==> src/rtl/mul_share_arbiter.sv <==
// mul_share_arbiter
//   Shares a single sign-magnitude Q7.8 multiplier among NREQ requesters.
//   A round-robin arbiter grants one requester per clock. The granted operands
//   pass through an operand register (stage 1) and then a result register
//   (stage 2). The result is broadcast with the index of the requester that
//   owns it. There is no backpressure, so throughput is one multiply per clock.
//
// Ports
//   clk            : clock, all logic on the rising edge
//   rst            : synchronous active-high reset
//   req_valid[i]   : requester i has an operand pair pending
//   req_a / req_b  : operands, requester i in bits [N*i +: N]
//   gnt            : one-hot or zero; gnt[i] means requester i is taken at this edge
//   resp_valid     : single-cycle pulse, result register holds a new product
//   resp_id        : index of the requester that owns resp_c
//   resp_c         : product (bits [31:16] always zero)
//   resp_cout, resp_zero, resp_overflow, resp_neg : flags of that product
//   mul_count      : results delivered since reset, wraps at 2^32
module mul_share_arbiter #(
  parameter int NREQ = 4,
  parameter int N    = 32,
  parameter int IDW  = $clog2(NREQ)
) (
  input  logic                clk,
  input  logic                rst,
  input  logic [NREQ-1:0]     req_valid,
  input  logic [NREQ*N-1:0]   req_a,
  input  logic [NREQ*N-1:0]   req_b,
  output logic [NREQ-1:0]     gnt,
  output logic                resp_valid,
  output logic [IDW-1:0]      resp_id,
  output logic [N-1:0]        resp_c,
  output logic                resp_cout,
  output logic                resp_zero,
  output logic                resp_overflow,
  output logic                resp_neg,
  output logic [31:0]         mul_count
);

  // Only the low 16 bits of each operand take part in the Q7.8 arithmetic.
  localparam int QW = 16;

  logic [QW-1:0]   op_a [NREQ];
  logic [QW-1:0]   op_b [NREQ];
  logic [NREQ-1:0] upper_par;

  genvar gi;
  generate
    for (gi = 0; gi < NREQ; gi++) begin : g_slice
      assign op_a[gi] = req_a[N*gi +: QW];
      assign op_b[gi] = req_b[N*gi +: QW];
      if (N > QW) begin : g_upper
        // The upper operand bits are ignored; they are folded into a parity
        // that goes nowhere, only so that they count as read.
        assign upper_par[gi] = ^{req_a[N*gi+QW +: N-QW], req_b[N*gi+QW +: N-QW]};
      end else begin : g_no_upper
        assign upper_par[gi] = 1'b0;
      end
    end
  endgenerate

  // State
  logic [IDW-1:0] rr_ptr_q,     rr_ptr_d;
  logic           s1_valid_q,   s1_valid_d;
  logic [IDW-1:0] s1_id_q,      s1_id_d;
  logic [QW-1:0]  s1_a_q,       s1_a_d;
  logic [QW-1:0]  s1_b_q,       s1_b_d;
  logic           resp_valid_q, resp_valid_d;
  logic [IDW-1:0] resp_id_q,    resp_id_d;
  logic [N-1:0]   resp_c_q,     resp_c_d;
  logic           resp_cout_q,  resp_cout_d;
  logic           resp_zero_q,  resp_zero_d;
  logic           resp_neg_q,   resp_neg_d;
  logic [31:0]    mul_count_q,  mul_count_d;

  // Round-robin grant: scan upward from rr_ptr, wrapping at NREQ.
  logic [NREQ-1:0] gnt_d;
  logic [IDW-1:0]  gnt_idx;
  logic            gnt_any;
  logic [IDW:0]    scan;

  always_comb begin
    gnt_d   = '0;
    gnt_idx = '0;
    gnt_any = 1'b0;
    scan    = '0;
    for (int k = 0; k < NREQ; k++) begin
      scan = {1'b0, rr_ptr_q} + (IDW+1)'(k);
      if (scan >= (IDW+1)'(NREQ)) scan = scan - (IDW+1)'(NREQ);
      if (!gnt_any && req_valid[scan[IDW-1:0]]) begin
        gnt_d[scan[IDW-1:0]] = 1'b1;
        gnt_idx              = scan[IDW-1:0];
        gnt_any              = 1'b1;
      end
    end
    // Nothing is accepted while reset is held.
    if (rst) begin
      gnt_d   = '0;
      gnt_any = 1'b0;
    end
  end

  assign gnt = gnt_d;

  // Q7.8 sign-magnitude multiply on the stage-1 operands.
  logic [2*(QW-1)-1:0] prod;
  logic [QW-2:0]       res_mag;
  logic                res_sign;
  logic                res_cout;
  logic                unused_bits;

  always_comb begin
    prod     = {{(QW-1){1'b0}}, s1_a_q[QW-2:0]} * {{(QW-1){1'b0}}, s1_b_q[QW-2:0]};
    res_mag  = prod[QW-2+8:8];
    res_cout = prod[QW-1+8];
    res_sign = s1_a_q[QW-1] ^ s1_b_q[QW-1];
  end

  assign unused_bits = ^{upper_par, prod[2*(QW-1)-1:QW+8], prod[7:0]};

  // Next-state logic for both pipeline stages and the pointer.
  always_comb begin
    rr_ptr_d = rr_ptr_q;
    if (gnt_any) begin
      rr_ptr_d = (gnt_idx == IDW'(NREQ-1)) ? '0 : gnt_idx + IDW'(1);
    end

    s1_valid_d = gnt_any;
    s1_id_d    = s1_id_q;
    s1_a_d     = s1_a_q;
    s1_b_d     = s1_b_q;
    if (gnt_any) begin
      s1_id_d = gnt_idx;
      s1_a_d  = op_a[gnt_idx];
      s1_b_d  = op_b[gnt_idx];
    end

    resp_valid_d = s1_valid_q;
    resp_id_d    = resp_id_q;
    resp_c_d     = resp_c_q;
    resp_cout_d  = resp_cout_q;
    resp_zero_d  = resp_zero_q;
    resp_neg_d   = resp_neg_q;
    mul_count_d  = mul_count_q;
    if (s1_valid_q) begin
      resp_id_d   = s1_id_q;
      resp_c_d    = N'({res_sign, res_mag});
      resp_cout_d = res_cout;
      // The zero flag reflects operand A only, not the product.
      resp_zero_d = (s1_a_q[QW-2:0] == '0);
      resp_neg_d  = res_sign;
      mul_count_d = mul_count_q + 32'd1;
    end
  end

  always_ff @(posedge clk) begin
    if (rst) begin
      rr_ptr_q     <= '0;
      s1_valid_q   <= 1'b0;
      s1_id_q      <= '0;
      s1_a_q       <= '0;
      s1_b_q       <= '0;
      resp_valid_q <= 1'b0;
      resp_id_q    <= '0;
      resp_c_q     <= '0;
      resp_cout_q  <= 1'b0;
      resp_zero_q  <= 1'b0;
      resp_neg_q   <= 1'b0;
      mul_count_q  <= '0;
    end else begin
      rr_ptr_q     <= rr_ptr_d;
      s1_valid_q   <= s1_valid_d;
      s1_id_q      <= s1_id_d;
      s1_a_q       <= s1_a_d;
      s1_b_q       <= s1_b_d;
      resp_valid_q <= resp_valid_d;
      resp_id_q    <= resp_id_d;
      resp_c_q     <= resp_c_d;
      resp_cout_q  <= resp_cout_d;
      resp_zero_q  <= resp_zero_d;
      resp_neg_q   <= resp_neg_d;
      mul_count_q  <= mul_count_d;
    end
  end

  assign resp_valid    = resp_valid_q;
  assign resp_id       = resp_id_q;
  assign resp_c        = resp_c_q;
  assign resp_cout     = resp_cout_q;
  assign resp_zero     = resp_zero_q;
  assign resp_overflow = 1'b0;
  assign resp_neg      = resp_neg_q;
  assign mul_count     = mul_count_q;

endmodule

==> config.mk <==
export PLATFORM = sky130hd
export DESIGN_NAME = mul_share_arbiter
export DESIGN_NICKNAME = d
export VERILOG_FILES = /design/src/rtl/mul_share_arbiter.sv
export SDC_FILE = /design/constraint.sdc
export NUM_CORES = 1
export LEC_CHECK = 0
export CAP_MARGIN = 20
export CORE_MARGIN = 2
export CORE_UTILIZATION = 50
export DETAILED_ROUTE_END_ITERATION = 8
export PLACE_DENSITY = 0.8
export SLEW_MARGIN = 20
export SYNTH_ARGS = -nofsm -noshare
export SYNTH_HDL_FRONTEND = slang
export SYNTH_SLANG_ARGS = --single-unit
==> constraint.sdc <==
create_clock -name clk -period 7.61 [get_ports clk]
set_input_delay 1.1415 -clock clk [delete_from_list [all_inputs] [get_ports clk]]
set_output_delay 1.1415 -clock clk [all_outputs]
set_load 0.05 [all_outputs]
# [After elaboration in Yosys (flattened, before gate mapping)]
# Index checks and enable logic that the tools add are counted.
[totals] reg_bits=91 in_bits=262 out_inout_bits=75 elab_cells=93
[classes] addsub=9 multipliers=1 n_lt_le_gt_ge=13 n_eq_ne=1 n_mux=41 bitwise_logic=5 n_reduce_logical=11
[ops] op="$bmux W16 S2" n=2
[ops] op="$mux W16" n=4
[ops] op="$add A32 B1 Y32 const B" n=1
[ops] op="$mul A15 B15 Y24" n=1
[ops] op="$mux W4" n=5
[ops] op="$mux W2" n=9
[ops] op="$logic_not A15 Y1" n=1
[ops] op="$mux W1" n=13
[ops] op="$ge A3 B3 Y1 const B" n=4
[ops] op="$lt A2 B3 Y1 const B" n=4
[ops] op="$or A4 B4 Y4" n=3
[ops] op="$bmux W1 S2" n=4
[ops] op="$demux W1 S2" n=4
[ops] op="$ge A2 B1 Y1 const B" n=4
[ops] op="$sub A2 B1 Y2 const B" n=4
[ops] op="$logic_and A1 B1 Y1" n=7
[ops] op="$add A2 B2 Y3 const B" n=2
[ops] op="$add A2 B1 Y3 const B" n=1
[ops] op="$ge A2 B3 Y1 const B" n=1
[ops] op="$logic_not A1 Y1" n=3
[ops] op="$not A2 Y3" n=1
[ops] op="$add A2 B1 Y2 const B" n=1
[ops] op="$eq A2 B2 Y1 const B" n=1
[ops] op="$xor A1 B1 Y1" n=1

# [Logic depth before layout (Yosys ltp)]
[logic_depth] depth_word=18 ltp_mapped=22 ltp_nobuf=21

# [Worst setup path before layout]
# Ideal clock, no wire load.
[synth_path] path_type="reg-to-reg" startpoint="register s1_a_q[7]" endpoint="register resp_cout_q (netlist: resp_cout)" setup_time_ps=79 arrival_ps=5776 t_required_ps=7531 setup_slack_ps=1755 path_stages_with_launch=21 path_buffers=1 period_less_slack_ps=5855 path_cell_list="dfxtp_1 clkbuf_1 and2_1 fa_1 inv_1 fa_1 inv_1 fa_1 fa_1 fa_1 inv_1 fa_1 inv_1 ha_1 a21o_1 a211oi_1 o211a_1 o31ai_4 a221o_1 a2111o_1 o211ai_1"
[synth_via] elab_chain_len=1
[synth_lines] item="from (decl)" line="66" source="logic [QW-1:0] s1_a_q, s1_a_d;"
[synth_lines] item="from (signal assigned)" line="161" source="s1_a_q <= '0;"
[synth_lines] item="from (signal assigned)" line="174" source="s1_a_q <= s1_a_d;"
[synth_lines] item="$mul A15 B15 Y24" line="113" source="prod = {{(QW-1){1'b0}}, s1_a_q[QW-2:0]} * {{(QW-1){1'b0}}, s1_b_q[QW-2:0]};"
[synth_lines] item="to (signal assigned)" line="179" source="resp_cout_q <= resp_cout_d;"
[synth_lines] item="to (decl)" line="71" source="logic resp_cout_q, resp_cout_d;"
# No other way between the ends.
# A chain may end at the register's enable or synchronous reset.

# [Final worst setup path]
# Same ends and word-level chain as after synthesis.

==> summary.md <==
| Metric | Value |
|---|---|
| DRT iter0 DRCs | `584` |
| CP Buf/Inv Count | `4` |
| Synthesis Warnings | `0` |
| Antenna Nets Post-Route | `0` |
| Initial Utilization | `51.38%` |
| Avg Cell Area, Syn | `9.108 sq um` |
| Sw Pwr | `3.046 mW` |
| CTS clk-pin slew, worst paths | `0.07 ns` |
| Sink Count | `90` |
| Hold_sp | `resp_c[3]$_SDFFE_PP0P_` |
| First-pass GRT wire length | `46.91 mm` |
| DP HPWL | `22.40 mm` |
| Register Area | `1802 sq um` |
| Worst Path Class, Setup | `flop to flop` |
| Worst clock skew | `0.007750 ns` |
| Design Area, Final | `13900 sq um` |
| Seq cells post-synth | `90` |
| FILL cells | `1919` |
| Ports | `337` |
| CP arrival | `6.66 ns` |
| Sw frac | `52.30%` |
| Setup TNS | `0 ns` |
| Vias in the first global route | `9791` |
| Chip width | `157.0 um` |
| Outcome | `finished, final reports clean` |
| Crit Path Max Fanout | `17` |
| Drt pass-1 iters | `5` |
| Nets | `1910` |
| Int Pwr | `2.778 mW` |
| Peak supply drop | `0.3831 mV` |
| Slew Limit Fails | `0` |
| P per Cell Area | `419.1 nW/um^2` |
| # port buffers | `191` |
| Setup violators final | `0` |
| Worst-margin pin slew | `0.8838 ns` |
| Crit-path cells | `and2_1, fa_1, inv_1, fa_1, inv_1, fa_1, fa_1, fa_1, inv_1, fa_1, inv_1, ha_1, a21o_1, a211oi_1, o211a_1, o31ai_4, a221o_1, a2111o_1, o211ai_1` |
| Post-place setup slack | `1.259 ns` |
| Global Route Usage Sum | `24.05%` |
| Post-CTS sizing | `0` |
| H-tree levels | `3` |
| Post-CTS Setup Inserts | `0` |
| Final worst slack | `1.232 ns` |
| Crit start category | `flop` |
| Hold buffers post-CTS | `0` |
| Via count | `9278` |
| Die ar. | `24650 sq um` |
| Chip Height | `157.0 um` |
| Largest net degree at the start of global routing | `96` |
| Post-Synthesis Cells | `1285` |
| EDFF count, synth | `0` |
| Multi-input gate area | `8658 sq um` |
| Fraction of layout cells with a size suffix above 1 | `5.318%` |
| Final Cycle Share | `83.82%` |
| Relative slew slack | `41.08%` |
| Final Core Density | `61.01%` |
| Core area | `22780 sq um` |
| Crit-path slowest cell | `dfxtp_1` |
| Final total power | `5.824 mW` |
| Max Root-Sink Buffers | `2` |
| RSZ-0062 raised after global routing | `false` |
| Leak | `6.234 nW` |
| Fmax | `156.8 MHz` |
| DR DRC count | `0` |
| Root Driver | `clkbuf_16` |
| Worst-skew pair later-pin latency | `0.36 ns` |
| Worst reg2reg path startpoint | `s1_a_q[7]$_SDFFE_PP0P_` |
| Final WL | `28.40 mm` |
| Yosys cell types | `68` |
| Final min period | `6.378 ns` |
| TritonCTS clock tree | `done` |
| Worst Hold Class | `flop to flop` |
| # rows | `55` |
| Synth async-reset ratio | `0%` |
| Number of antenna violations at the first check in global routing | `0` |
| DR WL/cell | `16.30 um` |
| ANT cells | `0` |
| Layout Area Growth over Synthesis | `18.73%` |
| Final Hold Viols | `0` |
| Setup crit end kind | `flop` |
| Most used cell, CP | `fa_1` |
| CP peak stage delay | `0.57 ns` |
| Main synth FF type | `dfxtp_1` |
| DR vias/cell | `5.326` |
| CP delay by family, top | `adder cells` |
| Global placer's final weighted congestion | `0.8484` |
| Sequential area share after synthesis | `15.39%` |
| Max cap viols | `0` |
| Syn Std Cell Area | `11700 sq um` |
| Clock network power share | `7.6%` |
| Flop pwr share | `15.7%` |
| Crit. Startpoint | `s1_a_q[7]$_SDFFE_PP0P_` |
| Inserted Clock Buffers | `9` |
| Combinational Power Share | `76.7%` |
| Cell Area, Placed | `13600 sq um` |
| Worst EP required | `7.89 ns` |
| Total congestion overflow | `0` |
final timing paths:
check | endpoint | slack, ns | cells past startpoint
setup / recovery | resp_cout$_SDFFE_PP0P_ | 1.23 | 19
hold / removal | resp_c[3]$_SDFFE_PP0P_ | 0.48 | 2
setup reg to reg | resp_cout$_SDFFE_PP0P_ | 1.23 | 19
hold reg to reg | resp_c[3]$_SDFFE_PP0P_ | 0.48 | 2
worst register-to-register path: stages, from the launching register on:
cell      delay (ns)
dfxtp_1         0.57
and2_1          0.34
fa_1            0.52
inv_1           0.06
fa_1            0.53
inv_1           0.05
fa_1            0.52
fa_1            0.45
fa_1            0.56
inv_1           0.06
fa_1            0.53
inv_1           0.04
ha_1            0.33
a21o_1          0.20
a211oi_1        0.27
o211a_1         0.30
o31ai_4         0.10
a221o_1         0.36
a2111o_1        0.42
o211ai_1        0.09
sequential cells by signal, summed over array words and instances, names as in the netlist, named ones only:
register / cells
resp_neg: 1
resp_c: 15
s1_id_q: 2
resp_cout: 1
mul_count: 32
resp_zero: 1
rr_ptr_q: 1
s1_b_q: 16
s1_a_q: 16
resp_id: 2
resp_valid: 1
resp_valid_d: 1
layout make-up:
| type | count | share of cell area (%) |
|---|---|---|
| clock buffer | 9 | 1.621 |
| clock inverter | 7 | 0.5222 |
| inverter | 205 | 5.556 |
| multi-input combinational | 918 | 62.31 |
| sequential | 90 | 12.97 |
| tap | 313 | 2.818 |
| timing repair buffer | 200 | 14.21 |
power groups by stage:
stage               combinational [mW]  sequential, mW  clock (mW)
floorplan                         3.58           0.763           0
global placement                  4.31           0.907           0
detailed placement                4.44           0.911           0
CTS                               4.50           0.902       0.449
global route                      5.05           0.934       0.467
finish                            4.47           0.914       0.441
metrics by stage:
stage | instances | hold WS [ns]
floorplan | 1301 | 0.4536
global placement | 1726 | 0.4463
detailed placement | 1726 | 0.4575
CTS | 1742 | 0.4884
global route | 1742 | 0.5055
finish | 1742 | 0.4848
cell families after synthesis:
| group | share of synthesized area [%] |
|---|---|
| buffers and inverters | 11.14 |
| AO/OA/AOI/OAI | 6.757 |
| multiplexers | 9.889 |
| flip-flops | 15.39 |
| other | 0.03204 |
| AND/OR/NAND/NOR | 18.61 |
| XOR/XNOR | 4.415 |
| adder cells (fa/ha/maj) | 33.76 |
routing by layer:
metal / global-route usage [%] / share of wire (%) / vias to the layer above
met5: 0 / 0 / -
met4: 9.961 / 3.8 / 0
met3: 3.552 / 5.6 / 65
met2: 44.01 / 51 / 326
li1: - / - / 4306
met1: 28.05 / 39 / 4581
cells in the final DEF (no fill, tap or decap), types with 16 or more instances in the layout:
master	count
o21ai_1	32
nand2_1	98
nand3b_1	32
inv_1	204
mux2_4	20
mux2i_1	71
a21oi_1	18
ha_1	71
xor2_1	33
fa_1	153
and2_1	127
nand3_1	16
xnor2_1	26
clkdlybuf4s50_1	190
conb_1	17
dfxtp_1	90
nor2_1	60
cell usage after synthesis, types with 3 or more instances:
master	number	area, sq um
o22ai_1	5	31.28
fa_1	153	3063
and3_1	10	62.56
buf_4	18	135.1
and4_1	8	70.07
a31oi_1	6	37.54
a21oi_1	18	90.09
a2bb2oi_1	3	26.28
nor3_1	4	20.02
nor4_1	3	18.77
nand2_1	98	367.9
clkbuf_1	49	183.9
buf_2	5	25.02
a211oi_1	7	52.55
a21o_1	8	60.06
mux2i_1	71	710.7
clkbuf_4	3	22.52
a22oi_1	8	60.06
nand3_1	16	80.08
buf_6	4	45.04
dfxtp_1	90	1802
xor2_1	33	289.0
mux2_2	13	146.4
buf_12	5	100.1
nand3b_1	32	240.2
xnor2_1	26	227.7
mux2_4	20	300.3
nand2b_1	7	43.79
o21ai_0	11	55.05
nor2_1	60	225.2
buf_1	3	11.26
and2_1	127	794.5
o21ai_1	32	160.2
nand4_1	12	75.07
ha_1	71	888.4
nor2b_1	7	43.79
inv_1	204	765.7
No activity file was read; power rests on OpenSTA's default activity.
